$ cat config.mk
export PLATFORM = sky130hd
export DESIGN_NAME = imm_decode_stage
export DESIGN_NICKNAME = d
export VERILOG_FILES = /design/src/rtl/imm_decode_pkg.sv /design/src/rtl/imm_skid_buf.sv /design/src/rtl/imm_decode_stage.sv
export SDC_FILE = /design/constraint.sdc
export NUM_CORES = 1
export LEC_CHECK = 0
export BUFFER_PORTS_ARGS = -buffer_cell sky130_fd_sc_hd__buf_2
export CORE_ASPECT_RATIO = 0.6
export CORE_MARGIN = 2
export CORE_UTILIZATION = 50
export CTS_CLUSTER_DIAMETER = 150
export CTS_CLUSTER_SIZE = 14
export DETAILED_ROUTE_END_ITERATION = 10
export PLACE_DENSITY = 0.74
export SYNTH_ARGS = -nofsm -noshare
export SYNTH_HDL_FRONTEND = slang
export SYNTH_SLANG_ARGS = --single-unit
$ cat constraint.sdc
create_clock -name clk -period 2.2 [get_ports clk]
set_input_delay 0.11 -clock clk [delete_from_list [all_inputs] [get_ports clk]]
set_output_delay 0.11 -clock clk [all_outputs]
set_load 0.02 [all_outputs]
$ cat src/rtl/imm_decode_pkg.sv
// Shared definitions for the immediate-decode stage: opcode constants,
// instruction format codes and the payload record carried through the skid
// buffer.
package imm_decode_pkg;

    // Widest immediate any build produces; narrower builds use the low bits.
    localparam int IMM_MAX_W = 64;

    localparam logic [6:0] OPC_LOAD      = 7'b0000011;
    localparam logic [6:0] OPC_MISC_MEM  = 7'b0001111;
    localparam logic [6:0] OPC_OP_IMM    = 7'b0010011;
    localparam logic [6:0] OPC_AUIPC     = 7'b0010111;
    localparam logic [6:0] OPC_OP_IMM_32 = 7'b0011011;
    localparam logic [6:0] OPC_STORE     = 7'b0100011;
    localparam logic [6:0] OPC_OP        = 7'b0110011;
    localparam logic [6:0] OPC_LUI       = 7'b0110111;
    localparam logic [6:0] OPC_OP_32     = 7'b0111011;
    localparam logic [6:0] OPC_BRANCH    = 7'b1100011;
    localparam logic [6:0] OPC_JALR      = 7'b1100111;
    localparam logic [6:0] OPC_JAL       = 7'b1101111;
    localparam logic [6:0] OPC_SYSTEM    = 7'b1110011;

    typedef enum logic [2:0] {
        FMT_R = 3'd0,
        FMT_I = 3'd1,
        FMT_S = 3'd2,
        FMT_B = 3'd3,
        FMT_U = 3'd4,
        FMT_J = 3'd5,
        FMT_Z = 3'd6,
        FMT_X = 3'd7
    } imm_fmt_e;

    typedef struct packed {
        logic [IMM_MAX_W-1:0] imm;
        imm_fmt_e             fmt;
        logic [31:0]          instr;
        logic                 illegal;
    } imm_payload_t;

    // Sign-extend a 12-bit I-type field to the widest immediate.
    function automatic logic [IMM_MAX_W-1:0] sext12(input logic [11:0] v);
        return {{(IMM_MAX_W-12){v[11]}}, v};
    endfunction

endpackage

$ cat src/rtl/imm_skid_buf.sv
// Two-entry valid/ready pipeline buffer: one output register plus one skid
// entry. in_ready is a flop output (skid not full), so there is no
// combinational path from out_ready to in_ready. Ordering is strictly FIFO.
module imm_skid_buf #(
    parameter int W = 8
) (
    input  logic         clk,
    input  logic         rst,
    input  logic         in_valid,
    output logic         in_ready,
    input  logic [W-1:0] in_data,
    output logic         out_valid,
    input  logic         out_ready,
    output logic [W-1:0] out_data
);

    logic         out_valid_q, out_valid_d;
    logic [W-1:0] out_data_q, out_data_d;
    logic         skid_valid_q, skid_valid_d;
    logic [W-1:0] skid_data_q, skid_data_d;
    logic         push;
    logic         pop;

    assign push = in_valid && !skid_valid_q;
    assign pop  = out_valid_q && out_ready;

    // Next-state for the output register and skid entry.
    always_comb begin
        out_valid_d  = out_valid_q;
        out_data_d   = out_data_q;
        skid_valid_d = skid_valid_q;
        skid_data_d  = skid_data_q;
        if (skid_valid_q) begin
            // Skid full means the output is full too; no push can happen.
            if (pop) begin
                out_data_d   = skid_data_q;
                skid_valid_d = 1'b0;
            end
        end else if (push) begin
            if (!out_valid_q || pop) begin
                out_valid_d = 1'b1;
                out_data_d  = in_data;
            end else begin
                skid_valid_d = 1'b1;
                skid_data_d  = in_data;
            end
        end else if (pop) begin
            out_valid_d = 1'b0;
        end
    end

    // State registers with synchronous reset that discards held entries.
    always_ff @(posedge clk) begin
        if (rst) begin
            out_valid_q  <= 1'b0;
            out_data_q   <= '0;
            skid_valid_q <= 1'b0;
            skid_data_q  <= '0;
        end else begin
            out_valid_q  <= out_valid_d;
            out_data_q   <= out_data_d;
            skid_valid_q <= skid_valid_d;
            skid_data_q  <= skid_data_d;
        end
    end

    assign in_ready  = !skid_valid_q;
    assign out_valid = out_valid_q;
    assign out_data  = out_data_q;

endmodule

$ cat src/rtl/imm_decode_stage.sv
// Pipelined immediate-decode stage. Classifies each accepted instruction by
// opcode, produces the sign-extended XLEN immediate and format code one cycle
// later through a two-entry skid buffer, and counts illegal instructions.
// Optional macro IMM_DECODE_ZICSR_EN: SYSTEM funct3 101/110/111 decode as the
// CSR-immediate format (code 6) with the zero-extended rs1 field as immediate.
module imm_decode_stage
    import imm_decode_pkg::*;
#(
    parameter int XLEN  = 32,
    parameter int CNT_W = 16
) (
    input  logic             clk,
    input  logic             rst,
    input  logic             in_valid,
    output logic             in_ready,
    input  logic [31:0]      in_instr,
    output logic             out_valid,
    input  logic             out_ready,
    output logic [XLEN-1:0]  out_imm,
    output logic [2:0]       out_fmt,
    output logic [31:0]      out_instr,
    output logic             out_illegal,
    output logic [CNT_W-1:0] illegal_cnt,
    input  logic             cnt_clr
);

    localparam int PW = $bits(imm_payload_t);

    // Immediate decode of one raw instruction word; result is full width and
    // truncated to XLEN at the output.
    function automatic imm_payload_t decode(input logic [31:0] instr);
        imm_payload_t         p;
        logic [2:0]           f3;
        logic                 is_shift;
        logic [IMM_MAX_W-1:0] shamt;
        f3       = instr[14:12];
        is_shift = (f3 == 3'b001) || (f3 == 3'b101);
        shamt    = (XLEN == 64) ? {{(IMM_MAX_W-6){1'b0}}, instr[25:20]}
                                : {{(IMM_MAX_W-5){1'b0}}, instr[24:20]};
        p.imm     = '0;
        p.fmt     = FMT_X;
        p.instr   = instr;
        p.illegal = 1'b0;
        if (instr[1:0] == 2'b11) begin
            case (instr[6:0])
                OPC_LOAD, OPC_MISC_MEM, OPC_JALR: begin
                    p.fmt = FMT_I;
                    p.imm = sext12(instr[31:20]);
                end
                OPC_OP_IMM: begin
                    p.fmt = FMT_I;
                    p.imm = is_shift ? shamt : sext12(instr[31:20]);
                end
                OPC_OP_IMM_32: begin
                    if (XLEN == 64) begin
                        p.fmt = FMT_I;
                        p.imm = is_shift ? shamt : sext12(instr[31:20]);
                    end
                end
                OPC_STORE: begin
                    p.fmt = FMT_S;
                    p.imm = sext12({instr[31:25], instr[11:7]});
                end
                OPC_BRANCH: begin
                    p.fmt = FMT_B;
                    p.imm = {{(IMM_MAX_W-13){instr[31]}}, instr[31], instr[7],
                             instr[30:25], instr[11:8], 1'b0};
                end
                OPC_LUI, OPC_AUIPC: begin
                    p.fmt = FMT_U;
                    p.imm = {{(IMM_MAX_W-32){instr[31]}}, instr[31:12], 12'b0};
                end
                OPC_JAL: begin
                    p.fmt = FMT_J;
                    p.imm = {{(IMM_MAX_W-21){instr[31]}}, instr[31], instr[19:12],
                             instr[20], instr[30:21], 1'b0};
                end
                OPC_OP: begin
                    p.fmt = FMT_R;
                end
                OPC_OP_32: begin
                    if (XLEN == 64) begin
                        p.fmt = FMT_R;
                    end
                end
                OPC_SYSTEM: begin
                    p.fmt = FMT_I;
                    p.imm = sext12(instr[31:20]);
`ifdef IMM_DECODE_ZICSR_EN
                    if (f3[2] && (f3[1:0] != 2'b00)) begin
                        p.fmt = FMT_Z;
                        p.imm = {{(IMM_MAX_W-5){1'b0}}, instr[19:15]};
                    end
`endif
                end
                default: begin
                    p.fmt = FMT_X;
                end
            endcase
        end
        p.illegal = (p.fmt == FMT_X);
        return p;
    endfunction

    imm_payload_t     dec_pl;
    imm_payload_t     out_pl;
    logic [PW-1:0]    out_data;
    logic             accept;
    logic [CNT_W-1:0] cnt_q, cnt_d;

    assign dec_pl = decode(in_instr);

    imm_skid_buf #(
        .W (PW)
    ) u_skid (
        .clk       (clk),
        .rst       (rst),
        .in_valid  (in_valid),
        .in_ready  (in_ready),
        .in_data   (dec_pl),
        .out_valid (out_valid),
        .out_ready (out_ready),
        .out_data  (out_data)
    );

    assign out_pl = out_data;
    assign accept = in_valid && in_ready;

    // Illegal counter next-state: clear wins, increment saturates at all-ones.
    always_comb begin
        cnt_d = cnt_q;
        if (cnt_clr) begin
            cnt_d = '0;
        end else if (accept && dec_pl.illegal && (cnt_q != {CNT_W{1'b1}})) begin
            cnt_d = cnt_q + {{(CNT_W-1){1'b0}}, 1'b1};
        end
    end

    // Illegal counter register.
    always_ff @(posedge clk) begin
        if (rst) begin
            cnt_q <= '0;
        end else begin
            cnt_q <= cnt_d;
        end
    end

    assign out_imm     = out_pl.imm[XLEN-1:0];
    assign out_fmt     = out_pl.fmt;
    assign out_instr   = out_pl.instr;
    assign out_illegal = out_pl.illegal;
    assign illegal_cnt = cnt_q;

    // Upper immediate bits are dropped in narrow builds.
    generate
        if (XLEN < IMM_MAX_W) begin : g_narrow
            logic unused_imm_hi;
            assign unused_imm_hi = ^out_pl.imm[IMM_MAX_W-1:XLEN];
        end
    endgenerate

endmodule

**After elaboration in Yosys (flattened, before gate mapping)**

Index checks and enable logic that the tools add are counted.

- Register bits after elaboration: 154
- Input bits: 37
- Output and inout port bits: 86
- Word-level logic and storage cells: 59

- Add/subtract/negate cells: 1
- Equal/unequal tests: 18
- Muxes and demuxes: 15
- Bitwise logic cells: 2
- Reduce and logical (&&, ||, !) cells: 18

Operators by type and width:

| operator | count |
|---|---|
| $mux 68 | 4 |
| $pmux 32 s6 | 1 |
| $mux 35 | 1 |
| $mux 32 | 1 |
| $eq 7x7->1 const B | 4 |
| $eq 7x6->1 const B | 3 |
| $pmux 3 s6 | 1 |
| $add 16x1->16 const B | 1 |
| $ne 16x16->1 const B | 1 |
| $eq 7x5->1 const B | 2 |
| $reduce_and 3->1 | 3 |
| $eq 7x2->1 const B | 1 |
| $eq 7x4->1 const B | 1 |
| $mux 1 | 7 |
| $eq 3x3->1 const B | 2 |
| $reduce_bool 2->1 | 3 |
| $reduce_or 5->1 | 1 |
| $logic_and 1x1->1 | 4 |
| $reduce_or 2->1 | 2 |
| $reduce_or 4->1 | 1 |
| $eq 3x1->1 const B | 1 |
| $eq 2x2->1 const B | 1 |
| $logic_not 1->1 | 2 |
| $logic_or 1x1->1 | 2 |
| other kinds (3) | 4 |

**Logic depth before layout (Yosys ltp)**

- Depth in word-level cells: 9
- Mapped depth: 8
- Depth with buffers taken out: 5

**By module**

From an unflattened synthesis, not the netlist that was laid out.

- Cells, all modules: 1132
- Area total of the unflattened synthesis: 10151.0 um2

Modules (own cells, without submodules):

| module | instances | cells an instance | area each (um2) | seq. area each (um2) |
|---|---|---|---|---|
| imm_skid_buf | 1 | 903 | 8594.5 | 4043.9 |
| imm_decode_stage | 1 | 229 | 1556.5 | 320.3 |

**Worst setup path after synthesis**

Ideal clock, no wire load.

- Path type: register to register
- From: register cnt_q[2] (netlist: illegal_cnt[2])
- To: register cnt_q[1] (netlist: illegal_cnt[1])
- Setup time: 70 ps
- Arrival time: 1885 ps
- Required time: 2130 ps
- Slack: 245 ps
- Cell stages (with the launch flop): 9
- Buffers on the path: 3
- Period minus slack after synthesis: 1955 ps
- Cells stage by stage: dfxtp_1 and4_1 and4_1 clkbuf_1 and2_1 clkbuf_1 buf_2 o21ai_0 a21oi_1

- Cells in the longest elaborated chain, start to end: 2

RTL lines:

| element | RTL line | text |
|---|---|---|
| from (decl) | imm_decode_stage.sv:109 | `logic [CNT_W-1:0] cnt_q, cnt_d;` |
| from (signal assigned) | imm_decode_stage.sv:144 | `cnt_q <= cnt_d;` |
| $ne 16x16->1 | imm_decode_stage.sv:134 | `end else if (accept && dec_pl.illegal && (cnt_q != {CNT_W{1'b1}})) begin` |
| $logic_and 1x1->1 | imm_decode_stage.sv:134 |  |

Every way passes these cells.
A chain may end at the register's enable or synchronous reset.

**Final worst setup path**

- From: register u_skid.out_valid_q (netlist: u_skid.out_valid)
- To: register u_skid.skid_data_q[60]

- Cells in the longest elaborated chain, start to end: 4
- Elaborated cells between the ends (all ways): 5
- Classes of those cells: 1 x bitwise; 4 x reduce/logical

RTL lines:

| element | RTL line | text |
|---|---|---|
| from (decl) | imm_skid_buf.sv:17 | `logic out_valid_q, out_valid_d;` |
| from (signal assigned) | imm_skid_buf.sv:60 | `out_valid_q <= out_valid_d;` |
| $logic_not 1->1 / $logic_and 1x1->1 (equally long branches) | imm_skid_buf.sv:40, imm_skid_buf.sv:25 |  |
| $logic_or 1x1->1 (*) | imm_skid_buf.sv:40 | `if (!out_valid_q \|\| pop) begin` |
| $not 1->1 (no line) (*) | - |  |
| $reduce_and 3->1 (no line) (*) | - |  |
| to (signal assigned) | imm_skid_buf.sv:63 | `skid_data_q <= skid_data_d;` |
| to (decl) | imm_skid_buf.sv:20 | `logic [W-1:0] skid_data_q, skid_data_d;` |

Every way passes the cells marked *; elsewhere a longest branch is shown, timed or not.

==> impl_metrics.env <==
export IMPL_fin_util_pct=65.11
export IMPL_synth_edf_count=0
export IMPL_maxCapViolCount=0
export IMPL_drive_gt1_share_pct=20.27
export IMPL_grt_start_max_net_pins=70
export IMPL_synthTopCellsByCount="dfxtp_1 (154), nand2_1 (142), a21oi_1 (76)"
export IMPL_numCtsBuffers=17
export IMPL_ant_nets=0
export IMPL_clk_transition_reported_paths_ns=0.06
export IMPL_synth_area_sq_um=6775
export IMPL_placementRows=32
export IMPL_design_core_area_sq_um=13050
export IMPL_synth_top_cell_area_share_pct=45.50
export IMPL_post_route_period_util_pct=92.89
export IMPL_hold_viol=0
export IMPL_clock_insertion_delay_worst_skew_ns=0.42
export IMPL_portBuffers=122
export IMPL_vias=6745
export IMPL_areaGrowthSynthToFinish_pct=25.43
export IMPL_htreeDepth=4
export IMPL_cp_end_kind="flop"
export IMPL_switchingPower_w=0.001890
export IMPL_ff2ff_path_depth=4
export IMPL_min_period_ns=2.044
export IMPL_root_buffer="clkbuf_16"
export IMPL_antenna_found_initial=0
export IMPL_slew_viol_final=0
export IMPL_min_path_cells=3
export IMPL_dieArea_sq_um=14530
export IMPL_synth_yosys_seq_area_share_pct=45.50
export IMPL_yosysTopAreaCell="dfxtp_1"
export IMPL_overflow=0
export IMPL_finalWirelength_um=19260
export IMPL_boundaryPins=123
export IMPL_holdPathEnd="u_skid.skid_data_q[27]"
export IMPL_yosysUniqueCellTypes=53
export IMPL_worstPathRequired_ns=2.46
export IMPL_routed_via_density=5.906
export IMPL_p_sw_share_pct=27.03
export IMPL_p_comb_share_pct=13.8
export IMPL_first_pass_iters=6
export IMPL_post_cts_buffers=0
export IMPL_rsz0062_at_grt="false"
export IMPL_tightestPinTransition_ns=1.082
export IMPL_r2r_start="u_skid.out_valid"
export IMPL_start_kind="flop"
export IMPL_synth_area_top_cells="dfxtp_1 (46%), nand2_1 (7.9%), a21oi_1 (5.6%)"
export IMPL_power_density_nw_per_um2=822.6
export IMPL_max_freq_mhz=489.3
export IMPL_yosys_register_bits=154
export IMPL_hold_path_class="in2reg"
export IMPL_cts_buffer_depth=2
export IMPL_worstPathArrival_ns=2.30
export IMPL_timing_rr_end="u_skid.skid_data_q[60]"
export IMPL_yosys_warnings=0
export IMPL_synth_fp_nets=866
export IMPL_fin_skew_ns=0.005850
export IMPL_min_from="in_instr[26]"
export IMPL_yosysMostFrequentCell="dfxtp_1"
export IMPL_slew_limit_headroom_pct=27.09
export IMPL_status="finished, final reports clean"
export IMPL_finalSetupViolCount=0
export IMPL_cts_sinks=154
export IMPL_die_h_um=94.17
export IMPL_gp_congestion=0.9013
export IMPL_first_global_vias=5828
export IMPL_p_total_w=0.006991
export IMPL_antenna_cells=0
export IMPL_postSynthCellCount=828
export IMPL_power_frac_seq_pct=42.9
export IMPL_power_share_clock_pct=43.3
export IMPL_fin_nets=997
export IMPL_hpwl_um=12940
export IMPL_leakage_nw=3.238
export IMPL_drtIter0Drc=587
export IMPL_async_flop_share_pct=0
export IMPL_die_x_um=154.3
export IMPL_cts_tree="yes"
export IMPL_critPathKind="reg2reg"
export IMPL_grt_total_usage_pct=26.57
export IMPL_ys_flop_type="dfxtp_1"
export IMPL_regToRegSetupSlack_ns=0.16
export IMPL_cp_max_fo=11
export IMPL_wl_per_cell_um=16.87
export IMPL_drc=0
export IMPL_vdd_drop_max_mv=0.5257
export IMPL_start_util_pct=51.91
export IMPL_grt_pass1_wl_um=30820
export IMPL_synth_avg_cell_area_sq_um=8.183
export IMPL_p_int_w=0.005101
[logic make-up (layout without fill, tap and decap cells)]
group / count (synthesis) / count (layout) / synth area share, %
flip-flops: 154 / 154 / 45.50
AND/OR/NAND/NOR: 305 / 305 / 20.18
buffers and inverters: 81 / 225 / 4.875
adder cells (fa/ha/maj): 1 / 1 / 0.1846
multiplexers: 33 / 33 / 4.875
AO/OA/AOI/OAI: 254 / 254 / 24.38
[final cells by class]
| cell class | count | area (sq um) |
|---|---|---|
| Clock buffer | 19 | 442.9 |
| Clock inverter | 13 | 166.4 |
| Fill cell | 1131 | 4554 |
| Inverter | 9 | 33.78 |
| Multi-Input combinational cell | 593 | 3378 |
| Sequential cell | 154 | 3084 |
| Tap cell | 170 | 212.7 |
| Timing Repair Buffer | 184 | 1180 |
[metal layers]
| metal | vias to the layer above | GRT usage (%) | wire length (um) |
|---|---|---|---|
| met5 | - | 0 | 0 |
| met4 | 0 | 6.019 | 139 |
| met3 | 11 | 5.812 | 1822 |
| met2 | 312 | 37.00 | 7630 |
| met1 | 3159 | 41.17 | 9667 |
| li1 | 3263 | - | - |
[worst max-delay path, stage by stage, from the launching register on]
cell and delay (ns):
dfxtp_1 0.40, nand2_1 0.11, or3_1 0.35, a21oi_1 0.82, a211oi_1 0.20
[cells in the final DEF (no fill, tap or decap), drive strengths merged, types with 20 or more instances in the layout]
cell type	Yosys	final
dlygate4sd3	0	24
a21oi	76	76
dfxtp	154	154
nor2	74	74
a211oi	47	47
nand2	142	142
o21ai	52	52
buf	14	160
mux2i	33	33
a221oi	20	20
[flip-flops by register name (all words and copies together), names as in the netlist]
register             count
u_skid.out_valid         1
u_skid.skid_valid_q      1
u_skid.out_data         68
u_skid.skid_data_q      68
illegal_cnt             16
[power by group through the flow]
stage / clock, W / combinational [W] / sequential [W]
after global routing: 0.00319 / 0.00105 / 0.00301
after CTS: 0.00305 / 0.000956 / 0.00300
after detailed placement: 0 / 0.000920 / 0.00306
after floorplan: 0 / 0.000461 / 0.00317
final: 0.00302 / 0.000966 / 0.00300
after global placement: 0 / 0.000914 / 0.00306
[stage by stage]
stage / setup TNS, ns / hold WS [ns] / std cells / cell area, sq um / worst slack (ns)
floorplan: 0 / 0.2273 / 828 / 6775 / 0.2449
CTS: 0 / 0.004055 / 1142 / 8494 / 0.1534
detailed placement: -0.1382 / 0.3913 / 1086 / 7645 / -0.03456
global placement: 0 / 0.3837 / 1086 / 7645 / 0.06242
finish: 0 / 0.01798 / 1142 / 8498 / 0.1565
global route: 0 / 0.006296 / 1142 / 8498 / 0.005208
[worst max-delay path by stage]
| stage | startpoint | slack (ns) | cells after the start | end |
|---|---|---|---|---|
| floorplan | illegal_cnt[2] | 0.24 | 8 | illegal_cnt[1] |
| global placement | in_instr[6] | 0.06 | 5 | u_skid.skid_data_q[50] |
| detailed placement | in_instr[6] | -0.03 | 5 | u_skid.skid_data_q[52] |
| CTS | u_skid.skid_valid_q | 0.15 | 6 | u_skid.out_data[59] |
| global route | illegal_cnt[3] | 0.005 | 5 | illegal_cnt[1] |
| finish | u_skid.out_valid | 0.16 | 4 | u_skid.skid_data_q[60] |
[repair_timing]
action	4_1_cts	5_1_grt
gates resized for setup	0	1
endpoints found under the hold margin	25	0
hold buffers	24	0
setup endpoints to repair	0	3
Power figures use the tool's default switching activity.
